==> config.mk <==
export PLATFORM = sky130hd
export DESIGN_NAME = fb_port_arbiter
export DESIGN_NICKNAME = d
export VERILOG_FILES = /design/src/rtl/fb_port_arbiter.sv
export SDC_FILE = /design/constraint.sdc
export NUM_CORES = 1
export LEC_CHECK = 0
export ABC_CLOCK_PERIOD_IN_PS = 3100
export CAP_MARGIN = 20
export CORE_MARGIN = 1.5
export CORE_UTILIZATION = 25
export CTS_CLUSTER_DIAMETER = 200
export DETAILED_ROUTE_END_ITERATION = 12
export GPL_ROUTABILITY_DRIVEN = 1
export PLACE_DENSITY = 0.83
export REMOVE_ABC_BUFFERS = 1
export SYNTH_ARGS = -nofsm -noshare
export SYNTH_HDL_FRONTEND = slang
export SYNTH_SLANG_ARGS = --single-unit
==> constraint.sdc <==
create_clock -name Clck -period 3.1 [get_ports Clck]
set_input_delay 0.62 -clock Clck [delete_from_list [all_inputs] [get_ports Clck]]
set_output_delay 0.62 -clock Clck [all_outputs]
set_load 0.05 [all_outputs]
==> src/rtl/fb_port_arbiter.sv <==
// Single-port frame-buffer RAM arbiter between the screen flasher (reader) and
// the draw engine (writer). Reads win by default; a starvation counter bounds writer wait.
`ifndef MEMORY_SIZE_BITS
`define MEMORY_SIZE_BITS 15
`endif
`ifndef COLOR_SIZE
`define COLOR_SIZE 3
`endif

module fb_port_arbiter #(
    parameter int ADDR_W       = `MEMORY_SIZE_BITS,
    parameter int COLOR_W      = `COLOR_SIZE,
    parameter int STARVE_LIMIT = 4
) (
    input  logic               Clck,
    input  logic               Reset,
    input  logic               fl_req,
    input  logic [ADDR_W-1:0]  fl_addr,
    output logic               fl_gnt,
    output logic [COLOR_W-1:0] fl_rdata,
    output logic               fl_rvalid,
    input  logic               wr_req,
    input  logic [ADDR_W-1:0]  wr_addr,
    input  logic [COLOR_W-1:0] wr_data,
    output logic               wr_gnt,
    output logic [ADDR_W-1:0]  mem_addr,
    output logic [COLOR_W-1:0] mem_wdata,
    output logic               mem_we,
    input  logic [COLOR_W-1:0] mem_rdata,
    output logic [3:0]         starve_cnt
);

    localparam logic [3:0] LIMIT   = 4'(STARVE_LIMIT);
    localparam logic [3:0] CNT_MAX = 4'd15;

    logic [3:0] starve_q;
    logic [3:0] starve_d;
    logic       rvalid_q;
    logic       rvalid_d;
    logic       fl_gnt_s;
    logic       wr_gnt_s;

    // Grant selection: writer wins only when alone or once it has starved long enough.
    always_comb begin
        fl_gnt_s = 1'b0;
        wr_gnt_s = 1'b0;
        if (Reset) begin
            fl_gnt_s = 1'b0;
            wr_gnt_s = 1'b0;
        end else if (wr_req && (!fl_req || (starve_q >= LIMIT))) begin
            wr_gnt_s = 1'b1;
        end else if (fl_req) begin
            fl_gnt_s = 1'b1;
        end else begin
            fl_gnt_s = 1'b0;
            wr_gnt_s = 1'b0;
        end
    end

    // Next-state for the starvation counter and the read-valid strobe.
    always_comb begin
        starve_d = 4'd0;
        rvalid_d = fl_gnt_s;
        if (!wr_req || wr_gnt_s) begin
            starve_d = 4'd0;
        end else if (starve_q == CNT_MAX) begin
            starve_d = CNT_MAX;
        end else begin
            starve_d = starve_q + 4'd1;
        end
    end

    // State registers with synchronous reset.
    always_ff @(posedge Clck) begin
        if (Reset) begin
            starve_q <= 4'd0;
            rvalid_q <= 1'b0;
        end else begin
            starve_q <= starve_d;
            rvalid_q <= rvalid_d;
        end
    end

    assign fl_gnt     = fl_gnt_s;
    assign wr_gnt     = wr_gnt_s;
    assign mem_addr   = wr_gnt_s ? wr_addr : fl_addr;
    assign mem_wdata  = wr_data;
    assign mem_we     = wr_gnt_s;
    // A read granted just before reset is dropped rather than reported.
    assign fl_rvalid  = rvalid_q & ~Reset;
    assign fl_rdata   = mem_rdata;
    assign starve_cnt = starve_q;

endmodule

==> impl_results.md <==
* Seq cells post-synth at 5
* Grt ovf at 0
* # Post-CTS Setup Buffers at 0
* Drt drc at 0
* Routed wl met3 at between 200 and 250 µm
* Drt first pass iters at 2
* CP cell instances: clkdlybuf4s50_1, nor2b_2, nor2b_2, buf_12, mux2_2, buf_4
* Area of the multi-input gates at ~310 µm²
* Syn Inst Count at 42
* Inserted Diodes at 0
* Compound-Gate Fraction of Synth Area at slightly above 1%
* CTS Hold Buffers Added at 0
* Psw at ~0.12 mW
* Port bufs at 56
* CP dominant cell by count: nor2b_2
* Final Cell Area at between 0.001 and 0.0015 mm²
* Post-synth EDFFs at 0
* Final setup viols at 0
* Min Tclk post-route at 2.82 ns
* CTS-repair resized insts at 0
* Drt wl/cell at roughly 12 µm
* Share of the synthesized area in the top cell type at between 20 and 30%
* Worst VDD drop at about 0.18 mV
* Largest family of logic cells by synthesized area: multiplexers
* Worst-Skew Late Latency at about 0.24 ns
* Fin crit share at between 90% and 100%
* Synth area leaders: mux2_4, dfxtp_1, mux2_2
* Startpoint types: input pin
* Synth cell types at 16
* Vias in the first global route at 518
* Syn Area/Cell at ~12 µm²
* Multiplexer area fraction after synthesis at 41.3%
* Top-Level Pins at 69
* Clk pwr share at approximately 21%
* Seq/Total Area, Yosys at between 20 and 25%
* Row count at 15
* Adder-cell share of the synthesized area at 2.55%
* Area leader, netlist: mux2_4
* Leak at slightly below 0.5 nW
* Metal-1 WL at ~450 µm
* Max-cap violations at 0
* Hold Crit Class: flop to flop
* Met2 wire length at a little under 800 µm
* WL final at 1470 µm
* Vert. Die Dim at ~47 µm
* Antenna violations before repair at 0
* Status: completed
* CTS Buf Count at 3
* Worst-path maximum fanout at 17
* CTS tree: yes
* Count of final max-slew check failures at 0
* Slew of the pin with the lowest slew margin at roughly 0.51 ns
* Total power at 0.351 mW
* Core Area at 0.00178 mm²
* Max_slew headroom at 65.8%
* Largest net degree at the start of global routing at 18
* Via count at 517
* Switching part of the total at 35.3%
* First-pass GRT wire length at between 2000 and 2500 µm
* Placed inst area at ~0.0011 mm²
* Main synth FF type: dfxtp_1
* Critical Path Max Stage Delay at 0.47 ns
* Die area at approximately 0.0022 mm²
* Final Hold Fails at 0
* GRT Util Overall at about an eighth
* Final HPWL DP at 1260 µm
* Buffer depth of the longest clock path at 2
* Die width at roughly 47 µm
* Comb pwr share at ~60%
* Layout Nets at about 140
* Filler instances at ~160
* Area Growth Syn to Fin at 132%
* Fmax at around 0.35 GHz
* Total internal power at around 0.23 mW
* Initial Utilization at between 20% and 30%
* Slowest cell on the critical path: clkdlybuf4s50_1
* DR iter-0 viols at 2
* RSZ-0062 raised after global routing: false
* WP data arrival at roughly 2.2 ns
* Pwr dens at ~300 mW/mm²
* Top Metal Used: met3
* Flop pwr share at approximately 19%
* Critical Path End Type: output pin
* Synth top cells by count: mux2_4, buf_4, mux2_2
* Synthesized cell area at 490 µm²
* Routability congestion estimate at between 0.6 and 0.7
* FF/Latch Area at between 100 and 150 µm²
* FFs w/ async S/R, synth at 0%
* Simple-gate share of the synthesized area at about 17%
* Clock root buffer: clkbuf_4
* Antenna Nets Post-Route at 0
* Yosys warns at 0
* Clk_skew at just under 0.003 ns
* Post-Synth XOR/XNOR Area at 0%
* Top-count cell post-synth: mux2_4
* Clock transition at path regs at roughly 0.040 ns
* Clock sink total at 5
* Layout cell share with drive strength beyond 1 at between 40 and 50%
* H-tree levels at 1
* Type of the worst setup path: input pin to output pin
* Vias per Instance at about 4.3
* WP data required at 2.48 ns
==> placed cells by master (no fill, tap or decap) <==
cell              n
ha_1              1
and3_2            2
nand2_1           1
and3b_1           2
conb_1            1
mux2_4            9
mux2_2            6
buf_4             6
dfxtp_1           5
o21ai_0           1
buf_12           12
clkdlybuf4s50_1  39
nor2b_2           2
clkbuf_1          1
nor2b_1           1
nor3b_4           1
clkbuf_4          3
nor2_1            1
==> worst max-delay path, delay by kind of cell <==
family                 cells  cell delay, ns
buffers and inverters      3            0.85
muxes                      1            0.34
and+or+nand+nor            2            0.38
==> power by group through the flow <==
stage	Clock, mW	Combinational (mW)	Sequential, mW
2_1_floorplan	0	0.0995	0.0724
4_1_cts	0.0769	0.213	0.0676
6_report	0.0728	0.211	0.0677
3_3_place_gp	0	0.209	0.0687
5_1_grt	0.0779	0.219	0.0679
3_5_place_dp	0	0.212	0.0687
==> cell families (layout without fill, tap and decap cells) <==
group,after synthesis,in the layout
muxes,15,15
and+or+nand+nor,10,10
buffers and inverters,9,61
DFF,5,5
adders and majority gates,1,1
other,1,1
AOI/OAI and AO/OA,1,1
==> layer usage <==
layer,global-route usage [%],vias to the layer above
li1,-,244
met1,12.7,231
met2,24.1,42
met3,5.77,0
met4,5.00,0
met5,0,-
==> metrics by stage <==
step | std cells | utilization (%) | TNS (ns) | hold WS, ns | worst slack, ns
2_1_floorplan | 33 | - | -2.20 | 0.645 | -0.204
3_3_place_gp | 115 | 62.5 | 0 | 0.436 | 0.299
3_5_place_dp | 115 | 62.5 | 0 | 0.442 | 0.265
4_1_cts | 119 | 63.9 | 0 | 0.454 | 0.262
5_1_grt | 119 | 63.9 | 0 | 0.484 | 0.186
6_report | 119 | 63.9 | 0 | 0.451 | 0.281
==> state kept, by name, summed over array words and instances (netlist names) <==
signal and flops:
starve_cnt 4, rvalid_q 1
==> cell type report <==
class / instances / share of cell area, %
well taps: 25 / 2.74
multi-input cells: 28 / 26.9
clock buffers: 4 / 2.31
repair buffers: 57 / 59.3
flip-flops and latches: 5 / 8.78
==> final timing paths <==
check	startpoint	end	slack, ns	depth (start not counted)
worst max-delay path	Reset	mem_addr[7]	0.28	6
worst min-delay path	starve_cnt[0]$_SDFF_PP0_	starve_cnt[0]$_SDFF_PP0_	0.45	1
worst max register to register	starve_cnt[3]$_SDFF_PP0_	starve_cnt[2]$_SDFF_PP0_	2.23	2
worst min register to register	starve_cnt[0]$_SDFF_PP0_	starve_cnt[0]$_SDFF_PP0_	0.45	1
Power figures use the tool's default switching activity.
